**src/rtl/morse_char_seq_if.sv**
```systemverilog
// Interface between the Morse character sequencer, its character source,
// the transmit bit mux and the message-level controller.
//   start/abort/patron/longitud : character request from the controller/encoder
//   entrada/sel                 : latched pattern and select toward the bit mux
//   salida                      : selected bit returned by the mux
//   tx_out/busy/done            : key line and status back to the controller
// master: drives requests and the mux result; slave: the sequencer itself.
interface morse_char_seq_if;
    localparam int unsigned DATA_W = 22;
    localparam int unsigned SEL_W  = 5;

    logic              start;
    logic              abort;
    logic [DATA_W-1:0] patron;
    logic [SEL_W-1:0]  longitud;
    logic [DATA_W-1:0] entrada;
    logic [SEL_W-1:0]  sel;
    logic              salida;
    logic              tx_out;
    logic              busy;
    logic              done;

    modport master (
        output start, abort, patron, longitud, salida,
        input  entrada, sel, tx_out, busy, done
    );

    modport slave (
        input  start, abort, patron, longitud, salida,
        output entrada, sel, tx_out, busy, done
    );
endinterface

```
**src/rtl/morse_char_seq.sv**
```systemverilog
// Morse character sequencer: latches one character pattern and its length,
// walks the 22-bit/5-bit-select bit mux one position per Morse unit and
// registers the mux output as the key line.
// Ports:
//   clk    : system clock, rising edge
//   rst_n  : asynchronous active-low reset
//   bus    : morse_char_seq_if.slave (start/abort/patron/longitud in,
//            entrada/sel to the mux, salida from the mux,
//            tx_out/busy/done out)
// Parameters: UNIT_CYCLES (clocks per unit, >= 2), CNT_W (unit counter width),
//             GAP_UNITS (inter-character gap, used with MORSE_GAP_EN).
// Optional feature macro: MORSE_GAP_EN adds a silent GAP state of GAP_UNITS
// units after the last unit, before done is pulsed.
module morse_char_seq #(
    parameter int unsigned UNIT_CYCLES = 12000000,
    parameter int unsigned CNT_W       = 24,
    parameter int unsigned GAP_UNITS   = 3
) (
    input  logic            clk,
    input  logic            rst_n,
    morse_char_seq_if.slave bus
);

    localparam int unsigned DATA_W = 22;
    localparam int unsigned SEL_W  = 5;
    localparam logic [SEL_W-1:0] MAX_LEN  = SEL_W'(DATA_W);
    localparam logic [CNT_W-1:0] CNT_LAST = CNT_W'(UNIT_CYCLES - 1);

`ifdef MORSE_GAP_EN
    localparam int unsigned GAP_W = (GAP_UNITS > 1) ? $clog2(GAP_UNITS) : 1;
    localparam logic [GAP_W-1:0] GAP_LAST = GAP_W'(GAP_UNITS - 1);
`endif

    typedef enum logic [1:0] {
        IDLE = 2'd0,
        SEND = 2'd1
`ifdef MORSE_GAP_EN
        ,
        GAP  = 2'd2
`endif
    } state_e;

    state_e            state_q, state_d;
    logic [CNT_W-1:0]  cnt_q, cnt_d;
    logic [SEL_W-1:0]  sel_q, sel_d;
    logic [SEL_W-1:0]  len_q, len_d;
    logic [DATA_W-1:0] entrada_q, entrada_d;
    logic              tx_q, tx_d;
    logic              busy_q, busy_d;
    logic              done_q, done_d;
`ifdef MORSE_GAP_EN
    logic [GAP_W-1:0]  gap_q, gap_d;
    logic              gap_done_c;
`else
    logic              unused_gap_cfg;
    assign unused_gap_cfg = ^32'(GAP_UNITS);
`endif

    logic unit_end_c;
    logic last_unit_c;
    logic accept_c;

    // Event decode shared by the next-state and output logic.
    assign unit_end_c  = (cnt_q == CNT_LAST);
    assign last_unit_c = (sel_q == (len_q - SEL_W'(1)));
    assign accept_c    = (state_q == IDLE) && bus.start && (bus.longitud != '0);
`ifdef MORSE_GAP_EN
    assign gap_done_c  = unit_end_c && (gap_q == GAP_LAST);
`endif

    // State register.
    always_ff @(posedge clk or negedge rst_n) begin
        if (!rst_n) begin
            state_q <= IDLE;
        end else begin
            state_q <= state_d;
        end
    end

    // Next-state logic; abort wins over a same-cycle unit end.
    always_comb begin
        state_d = state_q;
        case (state_q)
            IDLE: begin
                if (accept_c) begin
                    state_d = SEND;
                end
            end
            SEND: begin
                if (bus.abort) begin
                    state_d = IDLE;
                end else if (unit_end_c && last_unit_c) begin
`ifdef MORSE_GAP_EN
                    state_d = GAP;
`else
                    state_d = IDLE;
`endif
                end
            end
`ifdef MORSE_GAP_EN
            GAP: begin
                if (bus.abort || gap_done_c) begin
                    state_d = IDLE;
                end
            end
`endif
            default: state_d = IDLE;
        endcase
    end

    // Output and datapath next values.
    always_comb begin
        cnt_d     = cnt_q;
        sel_d     = sel_q;
        len_d     = len_q;
        entrada_d = entrada_q;
        tx_d      = 1'b0;
        busy_d    = busy_q;
        done_d    = 1'b0;
`ifdef MORSE_GAP_EN
        gap_d     = gap_q;
`endif
        case (state_q)
            IDLE: begin
                if (accept_c) begin
                    entrada_d = bus.patron;
                    len_d     = (bus.longitud > MAX_LEN) ? MAX_LEN : bus.longitud;
                    sel_d     = '0;
                    cnt_d     = '0;
                    busy_d    = 1'b1;
`ifdef MORSE_GAP_EN
                    gap_d     = '0;
`endif
                end
            end
            SEND: begin
                if (bus.abort) begin
                    cnt_d  = '0;
                    sel_d  = '0;
                    busy_d = 1'b0;
                end else begin
                    // Key line trails sel by one cycle, so each unit is
                    // exactly UNIT_CYCLES wide on tx_out.
                    tx_d  = bus.salida;
                    cnt_d = unit_end_c ? '0 : cnt_q + CNT_W'(1);
                    if (unit_end_c) begin
                        if (!last_unit_c) begin
                            sel_d = sel_q + SEL_W'(1);
                        end else begin
                            sel_d = '0;
`ifdef MORSE_GAP_EN
                            gap_d = '0;
`else
                            busy_d = 1'b0;
                            done_d = 1'b1;
`endif
                        end
                    end
                end
            end
`ifdef MORSE_GAP_EN
            GAP: begin
                if (bus.abort) begin
                    cnt_d  = '0;
                    busy_d = 1'b0;
                end else begin
                    cnt_d = unit_end_c ? '0 : cnt_q + CNT_W'(1);
                    if (gap_done_c) begin
                        busy_d = 1'b0;
                        done_d = 1'b1;
                    end else if (unit_end_c) begin
                        gap_d = gap_q + GAP_W'(1);
                    end
                end
            end
`endif
            default: begin
                cnt_d  = '0;
                sel_d  = '0;
                busy_d = 1'b0;
            end
        endcase
    end

    // Datapath and output registers.
    always_ff @(posedge clk or negedge rst_n) begin
        if (!rst_n) begin
            cnt_q     <= '0;
            sel_q     <= '0;
            len_q     <= '0;
            entrada_q <= '0;
            tx_q      <= 1'b0;
            busy_q    <= 1'b0;
            done_q    <= 1'b0;
`ifdef MORSE_GAP_EN
            gap_q     <= '0;
`endif
        end else begin
            cnt_q     <= cnt_d;
            sel_q     <= sel_d;
            len_q     <= len_d;
            entrada_q <= entrada_d;
            tx_q      <= tx_d;
            busy_q    <= busy_d;
            done_q    <= done_d;
`ifdef MORSE_GAP_EN
            gap_q     <= gap_d;
`endif
        end
    end

    assign bus.entrada = entrada_q;
    assign bus.sel     = sel_q;
    assign bus.tx_out  = tx_q;
    assign bus.busy    = busy_q;
    assign bus.done    = done_q;

endmodule
```
**src/flat_wrapper.sv**
```systemverilog
// flat-port wrapper written by rule: the top's interface ports become plain ports
module morse_char_seq_flat 
#(
    parameter int unsigned UNIT_CYCLES = 12000000,
    parameter int unsigned CNT_W       = 24,
    parameter int unsigned GAP_UNITS   = 3
)
  (clk, rst_n, bus_start, bus_abort, bus_patron, bus_longitud, bus_salida, bus_entrada, bus_sel, bus_tx_out, bus_busy, bus_done);
  morse_char_seq_if bus_i ();
  input  logic clk;
  input  logic rst_n;
  input wire logic [$bits(bus_i.start)-1:0] bus_start;
  input wire logic [$bits(bus_i.abort)-1:0] bus_abort;
  input wire logic [$bits(bus_i.patron)-1:0] bus_patron;
  input wire logic [$bits(bus_i.longitud)-1:0] bus_longitud;
  input wire logic [$bits(bus_i.salida)-1:0] bus_salida;
  output wire logic [$bits(bus_i.entrada)-1:0] bus_entrada;
  output wire logic [$bits(bus_i.sel)-1:0] bus_sel;
  output wire logic [$bits(bus_i.tx_out)-1:0] bus_tx_out;
  output wire logic [$bits(bus_i.busy)-1:0] bus_busy;
  output wire logic [$bits(bus_i.done)-1:0] bus_done;
  assign bus_i.start = bus_start;
  assign bus_i.abort = bus_abort;
  assign bus_i.patron = bus_patron;
  assign bus_i.longitud = bus_longitud;
  assign bus_i.salida = bus_salida;
  assign bus_entrada = bus_i.entrada;
  assign bus_sel = bus_i.sel;
  assign bus_tx_out = bus_i.tx_out;
  assign bus_busy = bus_i.busy;
  assign bus_done = bus_i.done;
  morse_char_seq #(.UNIT_CYCLES(UNIT_CYCLES), .CNT_W(CNT_W), .GAP_UNITS(GAP_UNITS)) u_core (.clk(clk), .rst_n(rst_n), .bus(bus_i));
endmodule
```
**config.mk**
```make
export PLATFORM = sky130hd
export DESIGN_NAME = morse_char_seq_flat
export DESIGN_NICKNAME = d
export VERILOG_FILES = /design/src/rtl/morse_char_seq_if.sv /design/src/rtl/morse_char_seq.sv /design/src/flat_wrapper.sv
export SDC_FILE = /design/constraint.sdc
export NUM_CORES = 1
export LEC_CHECK = 0
export ABC_AREA = 1
export CORE_MARGIN = 5
export CORE_UTILIZATION = 59
export DETAILED_ROUTE_END_ITERATION = 12
export DONT_BUFFER_PORTS = 1
export PLACE_DENSITY = 0.81
export SLEW_MARGIN = 20
export SYNTH_ARGS = -nofsm -noshare
export SYNTH_HDL_FRONTEND = slang
export SYNTH_SLANG_ARGS = --single-unit
```
**constraint.sdc**
```tcl
create_clock -name clk -period 4.64 [get_ports clk]
set_clock_uncertainty 0.05 [all_clocks]
set_input_delay 0.696 -clock clk [delete_from_list [all_inputs] [get_ports clk]]
set_output_delay 0.696 -clock clk [all_outputs]
set_load 0.05 [all_outputs]
```
==> results of run 1 <==
==> registers in the layout (all words and copies together), names as in the netlist <==
register	count
u_core.bus.entrada	22
u_core.bus.tx_out	1
u_core.len_q	5
u_core.bus.done	1
u_core.bus.busy	1
u_core.cnt_q	24
u_core.state_q	1
u_core.bus.sel	5
==> final timing paths <==
path,start,end,slack (ns),cells past startpoint
min in group clk,bus_abort,u_core.bus.done,0.41,1
setup reg to reg,u_core.state_q[0],u_core.bus.sel[3],2.39,8
hold / removal,rst_n,u_core.cnt_q[6],0.16,1
max in group asynchronous,rst_n,u_core.cnt_q[21],4.13,1
hold reg to reg,u_core.len_q[4],u_core.len_q[4],0.47,1
setup / recovery,bus_longitud[3],u_core.bus.sel[3],2.38,9
==> kinds of logic (layout without fill, tap and decap cells) <==
| group | after synthesis | in the layout |
|---|---|---|
| AOI/OAI and AO/OA | 35 | 35 |
| and+or+nand+nor | 277 | 277 |
| buffers and inverters | 66 | 75 |
| xor gates and xnor gates | 3 | 3 |
| DFF | 60 | 60 |
| adders and majority gates | 3 | 3 |
==> cell usage after synthesis (all sizes together) <==
master and instances:
nand2 160, dfrtp 60, nor2 60, inv 57
nand3 30, nand4 15, a21oi 14, o21ai 13
nor3 9, buf 5, clkbuf 3, ha 3
o21bai 3, xor2 3, nor4 2, o22ai 2
a21boi 1, a21o 1, and3 1, clkinv 1
o21a 1
==> metrics by stage <==
stage          hold WS (ns)  total power [mW]  area (um^2)  worst slack (ns)  instances
2_1_floorplan         0.350              1.52         3250              2.93        444
3_3_place_gp          0.352              1.60         3300              2.07        508
3_5_place_dp          0.352              1.62         3300              2.00        508
4_1_cts               0.169              2.21         3570              2.34        525
5_1_grt               0.167              2.34         3570              2.11        525
6_report              0.164              2.20         3570              2.38        525
==> layout make-up <==
| cell class | count | share of cell area (%) |
|---|---|---|
| multi-input cells | 318 | 41.7 |
| inverters | 58 | 6.13 |
| well taps | 72 | 2.52 |
| clock buffers | 9 | 3.47 |
| flip-flops and latches | 60 | 42.0 |
| clock inverters | 7 | 3.47 |
| repair buffers | 1 | 0.770 |
==> critical path, delay by kind of cell <==
kind	cells	cell delay, ns
AND/OR/NAND/NOR	8	1.59
buffers and inverters	1	0.18
==> where the power goes <==
part	total (mW)	switching [mW]	internal (mW)
sequential	1.16	0.506	0.656
clock	0.574	0.214	0.360
combinational	0.459	0.304	0.155
==> routing by layer <==
metal	track usage (%)	vias up	share of wire (%)
li1	-	1407	-
met1	25.7	1279	43
met2	33.2	90	47
met3	8.24	10	9.2
met4	7.02	0	1.2
met5	0	-	0
==> repair_timing <==
| action | in CTS | in global routing |
|---|---|---|
| setup endpoints to repair | 0 | 0 |
| hold buffers | 1 | 0 |
| resized for setup | 0 | 0 |
| buffers inserted | 0 | 0 |
| hold endpoints to repair | 60 | 0 |
==> flow_summary.ini, run 1 <==
[logic_synthesis]
synth_area_per_cell_um2 = 7.32
muxShareOfSynthArea_pct = 0
number_of_nets_produced_by_synthesis = 479
synth_warnings = 0
synthDistinctLibCells = 32
yosys_register_bits = 60
yosysTopAreaCell = sky130_fd_sc_hd__dfrtp_1
largest_family_of_logic_cells_by_synthesized_area = simple AND/OR/NAND/NOR gates
yosys.area_share.simple_pct = 37.3
synth_compound_area_share_pct = 6.50
yosysSeqAreaShare_pct = 46.2
syn-cell-area_um2 = 3250
area_share_of_the_leading_cell_type_in_the_synthesized_netlist_pct = 46.2
post_synth_fa_ha_maj_area_fraction_pct = 1.15
synth-xor-area-share_pct = 0.808
synth.top_cells.by_area = sky130_fd_sc_hd__dfrtp_1, sky130_fd_sc_hd__nand2_1, sky130_fd_sc_hd__inv_1
cells_after_synth = 444

[cts]
cts_root_buf = sky130_fd_sc_hd__clkbuf_8
worst_skew_pair.late_latency_ns = 0.34
clock_tree_from_tritoncts = done
clkSlewWorstSetupHoldPaths_ns = 0.07
cts_max_level = 3
cts_made_buffers = 9
cts_max_path_buffers = 2
clk_sinks = 60

[sta]
max_clock_freq_mhz = 443
finalSetupTns_ns = 0
final_min_period_over_clock_period_pct = 48.6
final_hold_viol_count = 0
final_setup_violating_endpoints = 0
rsz0062_at_grt = false
transition_time_at_the_pin_with_the_least_slew_margin_ns = 0.774
finalCriticalPeriod_ns = 2.26
worst_slew_margin_rel_pct = 48.4
final-max-slew-violation-count = 0

[global_route]
antenna_found_initial = 0
globalRouteOverflowTotal = 0
global_route.usage.total_pct = 20.8
first_pass_grt_wire_length_mm = 12.0
number_of_global_route_vias_before_repair = 2754
pin_count_of_the_biggest_net_entering_global_routing = 61

[place]
place.gp.congestion = 0.920
place.port_buffers = 0
detailedPlacementHpwl_mm = 4.97

[cells_and_area]
post_layout_net_count = 483
drive_above_1_share_pct = 9.93
seqCellArea_um2 = 1500
multi_input_comb_area_um2 = 1490
diodes = 0
final_cell_mix = sky130_fd_sc_hd__nand2_1, sky130_fd_sc_hd__dfrtp_1, sky130_fd_sc_hd__inv_1, sky130_fd_sc_hd__nor2_1, sky130_fd_sc_hd__nand3_1
n_fill_cell = 466
area_growth_pct = 9.93
post-route-util_pct = 65.7
layout_commonest_cell = sky130_fd_sc_hd__nand2_1

[die]
floorplan.io_pins = 62
fp-row-count = 27
die_height_um = 84.2
die_w_um = 84.2
initial_core_util_pct = 59.8
core_area_um2 = 5440
die_area_um2 = 7100

[critical_path]
timing.critical_path.required_ns = 4.86
cp_cell_sequence = nor2_1 > nand3_1 > nand2_2 > nand2_2 > nand2_4 > clkinv_2 > nand2_2 > nand2_1 > nor2_1
crit_slowest_cell = sky130_fd_sc_hd__nand2_2
worst_setup_path_start_kind = input pin
path_max_fanout = 27
path_class = in2reg
crit_top_cell = sky130_fd_sc_hd__nand2_2
critical_path_arrival_ns = 2.47
worstSetupEndpointType = flop
critical_path.max_stage_delay_ns = 0.44

[pwr]
power_density_nw_per_um2 = 614
ir_drop_worst_vdd_mv = 0.496
p_leak_nw = 1.77

[drt]
detail_route.wirelength_mm = 6.81
vias = 2786
drtAntennaViolNets = 0
drt-vias-per-instance = 5.31
avgRoutedWirePerCell_um = 13.0
detailedRoute.firstIterationViolations = 173
tritonroute_pass_1_iters = 5
drc_errors = 0

[flow_run]
max_cap_viol_count = 0

[status]
result_of_the_run = finished, final reports clean

[hold_path]
worst_hold_path_type = in2async
(Power assumes the default switching activity.)
==> run 2: changes to the inputs <==
==> constraint.sdc (replaced) <==
create_clock -name clk -period 2.2 [get_ports clk]
set_clock_uncertainty 0.05 [all_clocks]
set_input_delay 0.33 -clock clk [delete_from_list [all_inputs] [get_ports clk]]
set_output_delay 0.33 -clock clk [all_outputs]
set_load 0.05 [all_outputs]
==> run 2 against run 1 <==
Non-clock buffer count grew 8. Register-to-register slack got worse by 2.2 ns. Critical path depth up 1. Global-route usage up 1.7 points. Cell area is 0.56% higher. Combinational power up 150%. Critical path type is now reg2reg. Largest power group unchanged.
==> flow_summary.ini, run 2 (synthesis results as in run 1) <==
[status]
result_of_the_run = finished, final reports clean

[sta]
rsz0062_at_grt = false
transition_time_at_the_pin_with_the_least_slew_margin_ns = 0.526
final_hold_viol_count = 0
final-max-slew-violation-count = 0
finalCriticalPeriod_ns = 2.00
final_setup_violating_endpoints = 0
max_clock_freq_mhz = 499
worst_slew_margin_rel_pct = 64.8
finalSetupTns_ns = 0
final_setup_slack_of_the_worst_path_ns = 0.196
final_min_period_over_clock_period_pct = 91.1

[pwr]
internal_power_contribution_mw = 2.29
power_density_nw_per_um2 = 1260
power.combinational.fraction_pct = 24.9
ir_drop_worst_vdd_mv = 1.00
total_power_mw = 4.53
net_sw_share_pct = 49.4
netSwitchingPower_mw = 2.23
sequentialPowerShare_pct = 52.3
p_leak_nw = 1.80
clkPwrFrac_pct = 22.8

[global_route]
global_route.usage.total_pct = 22.5
gr-max-usage-layer = met2
number_of_global_route_vias_before_repair = 2782
antenna_found_initial = 0
first_pass_grt_wire_length_mm = 12.8
globalRouteOverflowTotal = 0
globalRouteMet1Util_pct = 29.9
global_route.usage.met3_pct = 7.46
pin_count_of_the_biggest_net_entering_global_routing = 61
groute.layer.met2.usage_pct = 33.5

[die]
core_area_um2 = 5440
die_w_um = 84.2
die_area_um2 = 7100
die_height_um = 84.2
floorplan.io_pins = 62
fp-row-count = 27
initial_core_util_pct = 59.8

[cells_and_area]
diodes = 0
final_cell_mix = sky130_fd_sc_hd__nand2_1, sky130_fd_sc_hd__dfrtp_1, sky130_fd_sc_hd__inv_1, sky130_fd_sc_hd__nor2_1, sky130_fd_sc_hd__nand3_1
top_register = u_core.cnt_q
layout_commonest_cell = sky130_fd_sc_hd__nand2_1
number_of_flip_flops_under_the_largest_register_name = 24
postLayoutCellArea_um2 = 3590
area_growth_pct = 10.5
drive_above_1_share_pct = 11.3
post_layout_net_count = 491
post-route-util_pct = 66.1

[drt]
tritonroute_pass_1_iters = 5
detail_route.wirelength_mm = 7.35
drc_errors = 0
vias = 2832
avgRoutedWirePerCell_um = 13.8
drtAntennaViolNets = 0
detailedRoute.firstIterationViolations = 201
drt-vias-per-instance = 5.31

[critical_path]
critical_path.max_stage_delay_ns = 0.42
cp.buffers_inverters = 1
path_class = reg2reg
path_max_fanout = 18
path_delay_family = simple AND/OR/NAND/NOR gates
cp_cell_sequence = ha_1 > nand3_1 > nor2_2 > nand3_4 > nand2_4 > nand2_4 > clkinv_2 > nand2_2 > nand2_1 > nand2_1
crit_slowest_cell = sky130_fd_sc_hd__dfrtp_1
worst_setup_path_start_kind = flop
critical_path_arrival_ns = 2.18
worstSetupEndpointType = flop
timing.critical_path.required_ns = 2.38

[cts]
cts_max_level = 3
clock_tree_from_tritoncts = done
post-cts-setup-buffers = 0
cts_root_buf = sky130_fd_sc_hd__clkbuf_8
clkSlewWorstSetupHoldPaths_ns = 0.07
cts_max_path_buffers = 2
cts_made_buffers = 9
postCtsResizedCells = 0
worst_skew_pair.late_latency_ns = 0.35
clk_sinks = 60

[flow_run]
max_cap_viol_count = 0

[place]
place.gp.congestion = 0.922
placed_cell_area_um2 = 3350
detailedPlacementHpwl_mm = 5.18
place.port_buffers = 0
pre_cts_slack_ns = 0.267

[hold_path]
worst_hold_path_type = in2reg
-- run 2: final timing paths --
check / from / slack, ns / to / cells past startpoint
max reg2reg: u_core.cnt_q[0] / 0.20 / u_core.bus.busy / 10
min reg2reg: u_core.len_q[4] / 0.48 / u_core.len_q[4] / 1
min: bus_abort / 0.04 / u_core.bus.done / 1
max: u_core.cnt_q[0] / 0.20 / u_core.bus.busy / 10
max in group asynchronous: rst_n / 1.38 / u_core.cnt_q[14] / 2
min in group asynchronous: rst_n / 0.46 / u_core.cnt_q[10] / 2
-- run 2: metrics by stage --
step | instances | hold WS [ns]
CTS | 533 | 0.0283
global placement | 515 | -0.0137
finish | 533 | 0.0404
floorplan | 444 | -0.0156
detailed placement | 515 | -0.0135
global route | 533 | 0.0323
-- run 2: repair_timing --
action,CTS,global route
endpoints found under the hold margin,60,0
hold buffers,2,0
endpoints found under the setup margin,0,0
-- run 2: final cells by class --
class / instances / area (um^2)
multi-input cells: 318 / 1490
flip-flops and latches: 60 / 1500
fillers: 460 / 1840
clock buffers: 9 / 124
repair buffers: 9 / 90.1
well taps: 72 / 90.1
clock inverters: 7 / 81.3
inverters: 58 / 219
-- run 2: power groups by stage --
stage / Combinational (mW) / Sequential, mW / Clock [mW]
floorplan: 0.821 / 2.39 / 0
global placement: 1.04 / 2.38 / 0
detailed placement: 1.09 / 2.38 / 0
CTS: 1.13 / 2.37 / 1.05
global route: 1.29 / 2.41 / 1.11
finish: 1.13 / 2.37 / 1.03
-- run 2: metal layers --
metal  vias to the layer above  share of wire [%]
met5                         -                  0
met4                         0                2.5
met3                        19                8.9
met2                       118                 46
met1                      1275                 43
li1                       1420                  -
-- run 2: worst reg2reg max path, stage by stage (launching register included) --
cell and delay [ns]:
sky130_fd_sc_hd__dfrtp_1 0.42, sky130_fd_sc_hd__ha_1 0.21, sky130_fd_sc_hd__nand3_1 0.14, sky130_fd_sc_hd__nor2_2 0.23, sky130_fd_sc_hd__nand3_4 0.12, sky130_fd_sc_hd__nand2_4 0.12, sky130_fd_sc_hd__nand2_4 0.16, sky130_fd_sc_hd__clkinv_2 0.18
sky130_fd_sc_hd__nand2_2 0.08, sky130_fd_sc_hd__nand2_1 0.09, sky130_fd_sc_hd__nand2_1 0.08
